==> src/rtl/input_conditioner_pkg.sv <==
`default_nettype none
// ============================================================================
// Module   : input_conditioner_pkg
// Brief    : Shared state encoding, default debounce length and width helper
//            for the input conditioner.
// Revision : 1.0 - initial release
// ============================================================================
package input_conditioner_pkg;

    localparam int DEFAULT_DEBOUNCE_CYCLES = 50000;

    typedef enum logic [1:0] {
        IDLE_LOW  = 2'b00,
        WAIT_HIGH = 2'b01,
        IDLE_HIGH = 2'b10,
        WAIT_LOW  = 2'b11
    } state_e;

    // A single-cycle debounce still needs a one-bit counter.
    function automatic int cnt_width(input int n);
        return (n <= 1) ? 1 : $clog2(n);
    endfunction

endpackage
`default_nettype wire

==> src/rtl/input_conditioner_sync2.sv <==
`default_nettype none
// ============================================================================
// Module   : input_conditioner_sync2
// Brief    : Two-flop synchronizer bringing an asynchronous line into clk.
// Revision : 1.0 - initial release
// ============================================================================
module input_conditioner_sync2 (
    input  logic clk,
    input  logic reset,
    input  logic d,
    output logic q
);

    logic meta_q;

    always_ff @(posedge clk or posedge reset) begin
        if (reset) begin
            meta_q <= 1'b0;
            q      <= 1'b0;
        end else begin
            meta_q <= d;
            q      <= meta_q;
        end
    end

endmodule
`default_nettype wire

==> src/rtl/input_conditioner.sv <==
`default_nettype none
// ============================================================================
// Module   : input_conditioner
// Brief    : Synchronizes and debounces a raw button line, producing a clean
//            level and a one-cycle pulse on each accepted press.
//            Define INPUT_INVERT_EN for active-low keys.
// Revision : 1.0 - initial release
// ============================================================================
module input_conditioner
    import input_conditioner_pkg::*;
#(
    parameter int DEBOUNCE_CYCLES = DEFAULT_DEBOUNCE_CYCLES
) (
    input  logic clk,
    input  logic reset,
    input  logic raw_in,
    output logic level,
    output logic insig
);

    localparam int             CNT_W   = cnt_width(DEBOUNCE_CYCLES);
    localparam logic [CNT_W-1:0] CNT_MAX = CNT_W'(DEBOUNCE_CYCLES - 1);

    logic             raw_cond;
    logic             sync_q;
    state_e           state_q;
    logic [CNT_W-1:0] cnt_q;
    logic             level_q;
    logic             insig_q;

`ifdef INPUT_INVERT_EN
    assign raw_cond = ~raw_in;
`else
    assign raw_cond = raw_in;
`endif

    input_conditioner_sync2 u_sync (
        .clk   (clk),
        .reset (reset),
        .d     (raw_cond),
        .q     (sync_q)
    );

    // The pulse is only ever raised on the WAIT_HIGH -> IDLE_HIGH edge, so
    // clearing it by default everywhere else yields exactly one cycle.
    always_ff @(posedge clk or posedge reset) begin
        if (reset) begin
            state_q <= IDLE_LOW;
            cnt_q   <= '0;
            level_q <= 1'b0;
            insig_q <= 1'b0;
        end else begin
            insig_q <= 1'b0;
            case (state_q)
                IDLE_LOW: begin
                    if (sync_q) begin
                        state_q <= WAIT_HIGH;
                        cnt_q   <= '0;
                    end
                end
                WAIT_HIGH: begin
                    if (!sync_q) begin
                        state_q <= IDLE_LOW;
                        cnt_q   <= '0;
                    end else if (cnt_q == CNT_MAX) begin
                        state_q <= IDLE_HIGH;
                        cnt_q   <= '0;
                        level_q <= 1'b1;
                        insig_q <= 1'b1;
                    end else begin
                        cnt_q <= cnt_q + 1'b1;
                    end
                end
                IDLE_HIGH: begin
                    if (!sync_q) begin
                        state_q <= WAIT_LOW;
                        cnt_q   <= '0;
                    end
                end
                WAIT_LOW: begin
                    if (sync_q) begin
                        state_q <= IDLE_HIGH;
                        cnt_q   <= '0;
                    end else if (cnt_q == CNT_MAX) begin
                        state_q <= IDLE_LOW;
                        cnt_q   <= '0;
                        level_q <= 1'b0;
                    end else begin
                        cnt_q <= cnt_q + 1'b1;
                    end
                end
                default: begin
                    state_q <= IDLE_LOW;
                    cnt_q   <= '0;
                end
            endcase
        end
    end

    assign level = level_q;
    assign insig = insig_q;

endmodule
`default_nettype wire

==> config.mk <==
export PLATFORM = sky130hd
export DESIGN_NAME = input_conditioner
export DESIGN_NICKNAME = d
export VERILOG_FILES = /design/src/rtl/input_conditioner_pkg.sv /design/src/rtl/input_conditioner_sync2.sv /design/src/rtl/input_conditioner.sv
export SDC_FILE = /design/constraint.sdc
export NUM_CORES = 1
export LEC_CHECK = 0
export ABC_AREA = 1
export CORE_MARGIN = 2
export CORE_UTILIZATION = 46
export DETAILED_ROUTE_END_ITERATION = 8
export PLACE_DENSITY = 0.71
export SYNTH_ARGS = -nofsm -noshare
export SYNTH_HDL_FRONTEND = slang
export SYNTH_SLANG_ARGS = --single-unit
==> constraint.sdc <==
create_clock -name clk -period 3.8 [get_ports clk]
set_input_delay 0.95 -clock clk [delete_from_list [all_inputs] [get_ports clk]]
set_output_delay 0.95 -clock clk [all_outputs]
set_load 0.1 [all_outputs]
After elaboration in Yosys (flattened, before gate mapping). Index checks and enable logic that the tools add are counted.

$add $sub $neg: 1. Mux-type cells: 21. Equal/unequal tests: 12. Reductions and logical operators: 5.

Operator list (count): $mux W16 (5); $pmux W16 S4 (1); $add A16 B1 Y16 const B (1); $eq A16 B16 Y1 const B (1); $mux W2 (6); $ne A2 B2 Y1 const B (4); $pmux W2 S4 (1); $mux W1 (7); $reduce_and A5 Y1 (1); $eq A2 B2 Y1 const B (2); $ne A2 B1 Y1 const B (2); $reduce_and A4 Y1 (1); $ne A3 B2 Y1 const B (1); $ne A3 B3 Y1 const B (1); $eq A2 B1 Y1 const B (1); $logic_not A2 Y1 (1); $pmux W1 S2 (1); $reduce_and A2 Y1 (1); $reduce_bool A2 Y1 (1).

Register bits after elaboration: 22. Output and inout bits: 2.

Longest topological paths before layout. Gate-level depths: netlist of the first run.

Word-level depth: 4. Gate-level depth with buffers: 9.

Modules after synthesis. A second synthesis of the first run with hierarchy kept.

Cell total of the unflattened synthesis: 187. Area total of the unflattened synthesis: 1282.5 um2.

By module, submodules not included: input_conditioner (area an instance 1228.7 um2, times used 1, cells each 184); input_conditioner_sync2 (area an instance 53.8 um2, times used 1, cells each 3).

Least setup slack after synthesis of the first run. No wires, ideal clock.

Path type: reg-to-output. From: register level_q (netlist: level). To: output port level. Arrival: 0.898 ns. Path slack: 1.952 ns. Cell stages (with the launch flop): 1. Data required time: 2.850 ns. Path through: dfrtp_1.

RTL lines: from (decl) (RTL line input_conditioner.sv:28) `logic level_q;`; from (signal assigned) (RTL line input_conditioner.sv:50) `level_q <= 1'b0;`; from (signal assigned) (RTL line input_conditioner.sv:68) `level_q <= 1'b1;`; from (signal assigned) (RTL line input_conditioner.sv:87) `level_q <= 1'b0;`; to (decl) (RTL line input_conditioner.sv:17) `output logic level,`.

No word-level cell between the ends.

Final worst setup path of the first run.
From: register level_q (netlist: level). To: output port level.

No word-level cell between the ends.

==> results.env, run 1 <==
MULTI_INPUT_COMB_AREA_SQ_UM=586.8
SYNTH.AREA.MUX_SHARE_PCT=0
ASYNC_RESET_FF_SHARE_PCT=100.0
SYNTH.NET_COUNT=172
SEQ_AREA_SQ_UM=550.5
YOSYSTOPAREACELLSHARE_PCT=44.72
CTS-BUFFERS-INSERTED=3
WL_PER_CELL_MICRONS=11.89
POSTCTSHOLDBUFS=0
SYNTHDOMINANTAREACELLTYPE='dfrtp_1'
SYNTH_EDF_COUNT=0
MAX_SLEW.WORST_PIN.SLEW_NS=0.9650
DRV_CAP=0
CLOCK_TREE_FROM_TRITONCTS='built'
CLK-INSERTION-DELAY-LATE_NS=0.31
POST_SYNTH_MAIN_AREA_CONTRIBUTORS='dfrtp_1, nand2_1, nor2_1'
INSTANCES_NO_FILL=205
SYNTH.TOP_CELLS.BY_COUNT='nand2_1, nor2_1, dfrtp_1'
ROUTED_VIA_DENSITY=5.317
CP-END-KIND='primary output'
CRIT_PATH_START_KIND='flop'
SYNTH_FA_HA_AREA_SHARE_PCT=1.016
RSZ0062_AT_GRT='false'
PIN_COUNT_OF_THE_BIGGEST_NET_ENTERING_GLOBAL_ROUTING=23
CLOCK-SINKS=22
WORST_PATH_CELL_TRACE='clkdlybuf4s50_1'
POWER_LEAKAGE_nW=0.6520
TOTAL_VIA_COUNT_AFTER_DETAILED_ROUTING=1090
INITIAL_UTILIZATION_PCT=49.25
DIE_AREA_SQ_UM=3106
CLK_PIN_SLEW_NS=0.12
SLEW_HEADROOM_PCT=35.47
OVERALL_TRACK_DEMAND_OVER_CAPACITY_IN_GLOBAL_ROUTING_PCT=16.72
NUM_IO_PINS=5
SYNTH_COMPOUND_GATE_AREA_SHARE_PCT=5.589
SLEW_VIOL_FINAL=0
GLOBALROUTE.TOTALOVERFLOW=0
SYNTH_FF_TYPE='dfrtp_1'
MAX_STAGE_DELAY_NS=1.13
YOSYS.AREA_SHARE.XOR_XNOR_PCT=2.846
HOLD_CLASS='reg -> reg'
WORSTPATHARRIVAL_NS=1.80
CTS_MAX_PATH_BUFFERS=2
GRT_ANTENNA_BEFORE_REPAIR=0
DRIVE_GT1_SHARE_PCT=7.429
LARGEST_FAMILY_OF_LOGIC_CELLS_BY_SYNTHESIZED_AREA='simple AND/OR/NAND/NOR gates'
FMAX_GHz=0.3642
GP_CONGESTION=0.8456
PATH_BUF_INV=1
POSTLAYOUTCOREUTIL_PCT=53.35
CP_MAX_FO=2
DIE_Y_MICRONS=55.74
YOSYS.CELL_COUNT.TOP_TYPE='nand2_1'
PORT-BUFFER-COUNT=4
CLOCK-ROOT-BUFFER='clkbuf_4'
NETLIST-CELL-TYPE-COUNT=21
POWERDENSITY_nW_PER_UM2=371.3
MAPPEDNETLISTAREA_SQ_UM=1231
FINALSETUPVIOLCOUNT=0
N_ANTENNA_CELL=0
AREA_DELTA_SYNTH_FINAL_PCT=8.333
WORST-ENDPOINT-REQUIRED_NS=2.85
TOTALNEGATIVESETUPSLACK_NS=0
GRT_PASS1_WL_MICRONS=4236
YS_WARN_COUNT=0
CPLARGESTDELAYFAMILY='buffers and inverters'
NUMBER_OF_GLOBAL_ROUTE_VIAS_BEFORE_REPAIR=999
DETAILEDPLACEMENTHPWL_MICRONS=1851
DIE_X_MICRONS=55.74
AVGSYNTHCELLAREA_SQ_UM=7.328
FINAL_NET_COUNT=180
DRT_FIRST_PASS_ITERS=4
FIRST_ITER_VIOLATIONS=58
ROWS=18
SIMPLE_GATE_PORTION_OF_THE_SYNTHESIZED_AREA_PCT=38.21
REMAINING_DRC_ERRORS=0
OUTCOME='finished clean'
FINAL.MIN_CLOCK_PERIOD_NS=2.746
CTS_SETUP_BUFFERS=0
LAYOUT.FILLER_CELLS=230
ANTENNA_VIOLATING_NETS_POST_ROUTE=0
PEAKVDDDROP_uV=348.5
NUMBER_OF_CELLS_UPSIZED_OR_DOWNSIZED_AFTER_CTS=0
SYNTH.FF_LATCH_COUNT=22
CORE_SQ_UM=2500
TIMING.SETUP.CRITICAL_PATH_CLASS='reg -> out'
SYNTH_SEQUENTIAL_AREA_RATIO_PCT=44.72
DETAIL_ROUTE.WIRELENGTH_MICRONS=2437
TIMING_HOLD_VIOLATIONS_FINAL=0
FINCLKSKEW_NS=0.008542
FINAL_MIN_PERIOD_OVER_CLOCK_PERIOD_PCT=72.25
SYNTH_CELLS=168
TIMING.CRITICAL_PATH.SLOWEST_STAGE_CELL='clkdlybuf4s50_1'
POST-LAYOUT-TOTAL-POWER_mW=0.4952
DP.CELLS=201
H-TREE-DEPTH=1
R2R_SETUP_SLACK_NS=2.21
## logic make-up (layout without fill, tap and decap cells)
family	count (synthesis)	count (layout)
xor+xnor	4	4
buf+inv	23	30
simple gates	106	106
flops	22	22
compound gates	12	12
fa+ha+maj	1	1
## power breakdown
part	switching, mW	internal [mW]
Clock	0.0679	0.0585
Sequential	0.0190	0.251
Combinational	0.0710	0.0278
Total	0.158	0.337
## registers in the layout, summed over array words and instances, names as in the netlist, named ones only
| register | cells |
|---|---|
| cnt_q | 16 |
| insig | 1 |
| level | 1 |
| state_q | 1 |
| u_sync.meta_q | 1 |
| u_sync.q | 1 |
## layer usage
metal,track usage (%),part of all wire (%),up-vias
met5,0,0,-
met4,3.136,0.57,0
met3,5.116,5.3,2
met2,26.70,45,30
met1,22.57,49,514
li1,-,-,544
## path summary, 6_finish.rpt
check,startpoint,end,depth (start not counted)
min,u_sync.meta_q$_DFF_PP0_,u_sync.q$_DFF_PP0_,0
min in group asynchronous,reset,level$_DFFE_PP0P_,2
max in group asynchronous,reset,cnt_q[9]$_DFFE_PP0P_,2
max reg2reg,cnt_q[0]$_DFFE_PP0P_,cnt_q[14]$_DFFE_PP0P_,8
min reg2reg,u_sync.meta_q$_DFF_PP0_,u_sync.q$_DFF_PP0_,0
max,level$_DFFE_PP0P_,level,1
## metrics by stage
stage / setup WS (ns) / hold WS (ns) / instance area [sq um]
after floorplan: 1.952 / 0.3312 / 1231
after global placement: 1.401 / 0.3370 / 1297
after detailed placement: 1.400 / 0.3525 / 1297
after CTS: 1.042 / 0.3797 / 1334
after global routing: 1.008 / 0.3825 / 1334
final: 1.054 / 0.3732 / 1334
## cell usage in the layout (no fill, tap or decap), drive strengths merged, types with 5 or more instances in the layout
cell	Yosys	routed
nor2	31	31
dfrtp	22	22
nand3	17	17
a21oi	5	5
nand2	50	50
nand4	7	7
o21ai	5	5
inv	22	22
## layout make-up
class / instances / area share, %
Tap cell: 30 / 2.814
Timing Repair Buffer: 4 / 3.002
Clock buffer: 4 / 2.720
Multi-Input combinational cell: 123 / 44.00
Sequential cell: 22 / 41.28
Inverter: 22 / 6.191
No activity file was read; power rests on OpenSTA's default activity.
==> run 2, diff against run 1 <==
PLACE_DENSITY = 0.74   (was 0.71)
clock period = 2.3 ns   (was 3.8 ns; I/O delays follow)
==> results.env, run 2 (same netlist as run 1, synthesis figures left out) <==
OUTCOME='finished clean'
REMAINING_DRC_ERRORS=0  # unchanged
INSTANCES_NO_FILL=206  # +0.49%
POST-LAYOUT-TOTAL-POWER_mW=0.8275  # +67%
AREA_DELTA_SYNTH_FINAL_PCT=8.536
CLOCK-ROOT-BUFFER='clkbuf_4'
CLK-INSERTION-DELAY-LATE_NS=0.31  # about the same
NUMBER_OF_GLOBAL_ROUTE_VIAS_BEFORE_REPAIR=954  # -4.5%
DETAIL_ROUTE.WIRELENGTH_MICRONS=2389  # -2.0%
TOTALNEGATIVESETUPSLACK_NS=0  # unchanged
HOLD_WS_NS=0.3645  # -0.008728 ns
CTS_SETUP_BUFFERS=0  # unchanged
FLIP_FLOP_COUNT_OF_THE_LARGEST_REGISTER_ALL_COPIES_AND_WORDS_ADDED=16  # unchanged
PORT-BUFFER-COUNT=4  # unchanged
FINCLKSKEW_NS=0.01151  # +0.002964 ns
CP-ENDPOINT='cnt_q[13]$_DFFE_PP0P_'
LAYOUT.CELLS.MOST_COMMON='nand2_1'
OVERALL_TRACK_DEMAND_OVER_CAPACITY_IN_GLOBAL_ROUTING_PCT=17.13  # +0.40 points
N_ANTENNA_CELL=0  # unchanged
WORSTSETUPSTARTPOINT='cnt_q[0]$_DFFE_PP0P_'
WL_PER_CELL_MICRONS=11.60  # -2.4%
PIN_COUNT_OF_THE_BIGGEST_NET_ENTERING_GLOBAL_ROUTING=23  # unchanged
POWERDENSITY_nW_PER_UM2=619.2  # +67%
WORST-ENDPOINT-REQUIRED_NS=2.50  # -0.35 ns
TIMING_HOLD_VIOLATIONS_FINAL=0  # unchanged
CORE_SQ_UM=2500  # unchanged
MAX_SLEW.WORST_PIN.SLEW_NS=0.3591  # -0.6058 ns
DRV_CAP=0  # unchanged
SLEW_VIOL_FINAL=0  # unchanged
DRT_FIRST_PASS_ITERS=4  # unchanged
CP-END-KIND='flop'
FINAL_MIN_PERIOD_OVER_CLOCK_PERIOD_PCT=68.22
NUM_IO_PINS=5  # unchanged
REG2REG_FROM='cnt_q[0]$_DFFE_PP0P_'
CLOCK-SINKS=22  # unchanged
POSTLAYOUTCOREUTIL_PCT=53.45  # +0.10 points
CTS_MAX_PATH_BUFFERS=2  # unchanged
HOLD_CLASS='reg -> reg'
CTS-BUFFERS-INSERTED=3  # unchanged
FMAX_GHz=0.6373
DIE_AREA_SQ_UM=3106  # unchanged
TIMING.REG2REG.WORST_PATH_DEPTH=8  # unchanged
NUMBER_OF_CELLS_UPSIZED_OR_DOWNSIZED_AFTER_CTS=0  # unchanged
GLOBALROUTE.TOTALOVERFLOW=0  # unchanged
POWER_LEAKAGE_nW=0.6610  # +1.4%
WORST_R2R_ENDPOINT='cnt_q[13]$_DFFE_PP0P_'
FINAL.MIN_CLOCK_PERIOD_NS=1.569
ROWS=18  # unchanged
POSTCTSHOLDBUFS=0  # unchanged
PEAKVDDDROP_uV=515.5  # +48%
DP.CELLS=202  # +0.50%
R2R_SETUP_SLACK_NS=0.73  # -1.48 ns
GRT_ANTENNA_BEFORE_REPAIR=0  # unchanged
FINAL_NET_COUNT=181  # +0.56%
DIE_Y_MICRONS=55.74  # unchanged
FIRST_ITER_VIOLATIONS=43  # -26%
GRT_PASS1_WL_MICRONS=4257  # +0.50%
TOTAL_VIA_COUNT_AFTER_DETAILED_ROUTING=1063  # -2.5%
DRIVE_GT1_SHARE_PCT=9.091  # +1.7 points
TIMING.SETUP.CRITICAL_PATH_CLASS='reg -> reg'
WORSTPATHARRIVAL_NS=1.77  # -0.03 ns
DIE_X_MICRONS=55.74  # unchanged
CLOCK_TREE_FROM_TRITONCTS='built'
ANTENNA_VIOLATING_NETS_POST_ROUTE=0  # unchanged
GP_CONGESTION=0.8344  # -1.3%
CP_MAX_FO=8  # +6
FINALSETUPVIOLCOUNT=0  # unchanged
REGISTERS.TOP_BY_FF_COUNT='cnt_q'
RSZ0062_AT_GRT='false'
MOST-COMMON-LAYOUT-CELLS='nand2_1, nor2_1, dfrtp_1'
CRIT_PATH_START_KIND='flop'
H-TREE-DEPTH=1  # unchanged
SLEW_HEADROOM_PCT=75.97  # +41 points
CLK_PIN_SLEW_NS=0.13  # about the same
INITIAL_UTILIZATION_PCT=49.25  # unchanged
ROUTED_VIA_DENSITY=5.160  # -3.0%
DETAILEDPLACEMENTHPWL_MICRONS=1826  # -1.3%
## run 2: layer usage
layer	routed length, microns	track usage, %	part of all wire (%)	vias to the layer above
met4	10	3.136	0.42	0
li1	-	-	-	547
met2	1091	26.87	46	19
met3	99	4.884	4.1	2
met5	0	0	0	-
met1	1188	23.85	50	495
## run 2: worst min-delay path by stage
stage	start	end	slack, ns	cells after the start
finish	u_sync.meta_q$_DFF_PP0_	u_sync.q$_DFF_PP0_	0.36	0
global route	u_sync.meta_q$_DFF_PP0_	u_sync.q$_DFF_PP0_	0.37	0
CTS	u_sync.meta_q$_DFF_PP0_	u_sync.q$_DFF_PP0_	0.37	0
detailed placement	u_sync.meta_q$_DFF_PP0_	u_sync.q$_DFF_PP0_	0.34	0
global placement	u_sync.meta_q$_DFF_PP0_	u_sync.q$_DFF_PP0_	0.34	0
floorplan	u_sync.meta_q$_DFF_PP0_	u_sync.q$_DFF_PP0_	0.33	0
## run 2: cell type report
class	instances	area (sq um)
fill	250	1164
tap	30	37.54
inverter	22	82.58
clock buffer	4	36.28
timing repair buffer	5	42.54
multi-input combinational	123	586.8
sequential	22	550.5
## run 2: where the power goes
group          leakage [nW]  internal [mW]  switching (mW)
clock network        0.0210         0.0966           0.115
logic                 0.341         0.0489           0.117
registers             0.299          0.415          0.0348
total                 0.661          0.560           0.267
## run 2: stage by stage
step / instance area [sq um] / setup WS (ns)
4_1_cts: 1336 / 0.7412
5_1_grt: 1336 / 0.5715
2_1_floorplan: 1231 / 0.8273
6_report: 1336 / 0.7310
3_3_place_gp: 1300 / 0.8706
3_5_place_dp: 1300 / 0.7713
## run 2: critical path: stages, from the launching register on
cell and delay [ns]:
dfrtp_1 0.43, ha_1 0.23, nand3_1 0.13, nor2_1 0.16, nand2_1 0.12, nand2_2 0.17
nand2_4 0.11, nand2_1 0.07, nor2_1 0.04
==> run 3, diff against run 2 <==
PLACE_DENSITY = 0.71   (was 0.74)
clock period = 1.5 ns   (was 2.3 ns; I/O delays follow)
==> results.env, run 3 (same netlist as run 1, synthesis figures left out) <==
DRV_CAP=0  # unchanged
TOTAL_VIA_COUNT_AFTER_DETAILED_ROUTING=1088  # +2.4%
FLIP_FLOP_COUNT_OF_THE_LARGEST_REGISTER_ALL_COPIES_AND_WORDS_ADDED=16  # unchanged
GP_CONGESTION=0.8564  # +2.6%
PIN_COUNT_OF_THE_BIGGEST_NET_ENTERING_GLOBAL_ROUTING=23  # unchanged
CP_MAX_FO=5  # -3
GRTUSAGEMET2_PCT=28.06  # +1.2 points
OUTCOME='finished clean'
FINALSETUPVIOLCOUNT=0  # unchanged
TIMING.SETUP.CRITICAL_PATH_CLASS='reg -> reg'
CRIT_PATH_START_KIND='flop'
FINCLKSKEW_NS=0.004720  # -0.006786 ns
NUM_IO_PINS=5  # unchanged
ROWS=18  # unchanged
FINAL_NET_COUNT=188  # +3.9%
HOLD_CLASS='reg -> reg'
MOST-COMMON-LAYOUT-CELLS='nand2_1, nor2_1, dfrtp_1'
PEAKVDDDROP_uV=883.0  # +71%
POWERDENSITY_nW_PER_UM2=892.9  # +44%
CP-END-KIND='flop'
SEQUENTIALPOWERSHARE_PCT=53.8  # -0.5 points
MAX_STAGE_DELAY_NS=0.45  # +0.02 ns
MET1_USAGE_PCT=25.52  # +1.7 points
DIE_X_MICRONS=55.74  # unchanged
TOTALNEGATIVESETUPSLACK_NS=0  # unchanged
WORSTPATHARRIVAL_NS=1.63  # -0.14 ns
ROUTED_VIA_DENSITY=5.132  # -0.54%
INITIAL_UTILIZATION_PCT=49.25  # unchanged
TIMING.CRITICAL_PATH.SLOWEST_STAGE_CELL='dfrtp_1'
REMAINING_DRC_ERRORS=0  # unchanged
WORSTSETUPSTARTPOINT='cnt_q[1]$_DFFE_PP0P_'
GRT.MET3_USAGE_PCT=5.116  # +0.23 points
PLACED_CELL_AREA_SQ_UM=1355  # +4.2%
HOLD_WS_NS=0.3594  # -0.005058 ns
TIMING.REG2REG.WORST_PATH_DEPTH=8  # unchanged
CORE_SQ_UM=2500  # unchanged
WORST_PATH_CELL_TRACE='buf_4, nand3_1, nor2_4, nand3_1, nand2_1, nand2_1, nand3_1, nand2_1'
DETAIL_ROUTE.WIRELENGTH_MICRONS=2694  # +13%
POSTCTSHOLDBUFS=0  # unchanged
FINAL_MIN_PERIOD_OVER_CLOCK_PERIOD_PCT=94.88  # +27 points
SWITCHING_PART_OF_THE_TOTAL_POWER_PCT=34.22  # +1.9 points
POSTLAYOUTCOREUTIL_PCT=57.81  # +4.4 points
PORT-BUFFER-COUNT=4  # unchanged
CLOCK_TREE_FROM_TRITONCTS='built'
CP-ENDPOINT='cnt_q[11]$_DFFE_PP0P_'
WORST_R2R_ENDPOINT='cnt_q[11]$_DFFE_PP0P_'
POWER_LEAKAGE_nW=0.6979  # +5.6%
N_ANTENNA_CELL=0  # unchanged
CLK-INSERTION-DELAY-LATE_NS=0.31  # about the same
CTS-BUFFERS-INSERTED=3  # unchanged
DETAILEDPLACEMENTHPWL_MICRONS=1965  # +7.6%
POST-LAYOUT-TOTAL-POWER_mW=1.290  # +56%
REGISTERS.TOP_BY_FF_COUNT='cnt_q'
POWER.SHARE.CLOCK_PCT=20.7  # -4.9 points
SLEW_HEADROOM_PCT=81.61  # +5.6 points
WL_PER_CELL_MICRONS=12.71  # +9.6%
FINAL.MIN_CLOCK_PERIOD_NS=1.423  # -0.1458 ns
GLOBALROUTE.TOTALOVERFLOW=0  # unchanged
OVERALL_TRACK_DEMAND_OVER_CAPACITY_IN_GLOBAL_ROUTING_PCT=18.64  # +1.5 points
GRT_ANTENNA_BEFORE_REPAIR=0  # unchanged
CTS_MAX_PATH_BUFFERS=2  # unchanged
DIE_AREA_SQ_UM=3106  # unchanged
SWITCHING_POWER_mW=0.4416  # +65%
SLEW_VIOL_FINAL=0  # unchanged
WORST-ENDPOINT-REQUIRED_NS=1.71  # -0.79 ns
FMAX_GHz=0.7026  # +10%
AREA_DELTA_SYNTH_FINAL_PCT=17.38
NUMBER_OF_GLOBAL_ROUTE_VIAS_BEFORE_REPAIR=1044  # +9.4%
GR-MAX-USAGE-LAYER='met2'
CLK_PIN_SLEW_NS=0.12  # about the same
LAYOUT.FILLER_CELLS=238  # -4.8%
CLOCK-ROOT-BUFFER='clkbuf_4'
R2R_SETUP_SLACK_NS=0.08  # -0.65 ns
DIE_Y_MICRONS=55.74  # unchanged
GRT_PASS1_WL_MICRONS=4616  # +8.4%
TIMING_HOLD_VIOLATIONS_FINAL=0  # unchanged
DRT_FIRST_PASS_ITERS=4  # unchanged
PWR-SHARE-COMB_PCT=25.5  # +5.4 points
H-TREE-DEPTH=1  # unchanged
DESIGN_AREA_FINAL_SQ_UM=1445  # +8.1%
FIRST_ITER_VIOLATIONS=33  # -23%
CLOCK-SINKS=22  # unchanged
ANTENNA_VIOLATING_NETS_POST_ROUTE=0  # unchanged
MAX_SLEW.WORST_PIN.SLEW_NS=0.2758  # -0.08327 ns
LAYOUT.CELLS.MOST_COMMON='nand2_1'
POWER.INTERNAL_mW=0.8487  # +52%
DRIVE_GT1_SHARE_PCT=15.38  # +6.3 points
REG2REG_FROM='cnt_q[1]$_DFFE_PP0P_'
## run 3: power groups by stage
stage / clock (mW) / sequential (mW) / combinational (mW)
floorplan: 0 / 0.679 / 0.212
finish: 0.267 / 0.694 / 0.329
detailed placement: 0 / 0.693 / 0.256
CTS: 0.280 / 0.682 / 0.265
global placement: 0 / 0.690 / 0.253
global route: 0.289 / 0.696 / 0.370
## run 3: routing by layer
layer  routed length, microns  vias to the layer above
li1                         -                      561
met1                     1275                      494
met2                     1257                       27
met3                      118                        6
met4                       42                        0
met5                        0                        -
## run 3: area by class of cell
class / count / area (sq um) / area share [%]
Timing Repair Buffer: 12 / 120.1 / 8.312
Clock buffer: 3 / 22.52 / 1.558
Tap cell: 30 / 37.54 / 2.597
Sequential cell: 22 / 550.5 / 38.10
Inverter: 22 / 82.58 / 5.714
Multi-Input combinational cell: 123 / 631.9 / 43.72
## run 3: worst min path at each step
stage	from	to	slack (ns)	depth (start not counted)
6_report	u_sync.meta_q$_DFF_PP0_	u_sync.q$_DFF_PP0_	0.36	0
3_5_place_dp	u_sync.meta_q$_DFF_PP0_	u_sync.q$_DFF_PP0_	0.34	0
5_1_grt	u_sync.meta_q$_DFF_PP0_	u_sync.q$_DFF_PP0_	0.37	0
4_1_cts	u_sync.meta_q$_DFF_PP0_	u_sync.q$_DFF_PP0_	0.37	0
2_1_floorplan	u_sync.meta_q$_DFF_PP0_	u_sync.q$_DFF_PP0_	0.33	0
3_3_place_gp	u_sync.meta_q$_DFF_PP0_	u_sync.q$_DFF_PP0_	0.33	0
## run 3: stage by stage
stage,cells,setup slack (ns)
floorplan,168,0.1592
global placement,206,0.02225
detailed placement,206,-0.02117
CTS,209,0.008266
global route,212,-0.01512
finish,212,0.07674
## run 3: worst max-delay path, delay by kind of cell (launching register included)
family	cells	cell delay, ns
DFF	1	0.45
and+or+nand+nor	7	0.72
buffers and inverters	1	0.14
## run 3: what timing repair did
action / CTS / global route
endpoints found under the setup margin: 8 / 12
pin swaps: 0 / 1
resized for setup: 2 / 8
setup buffers: 0 / 3
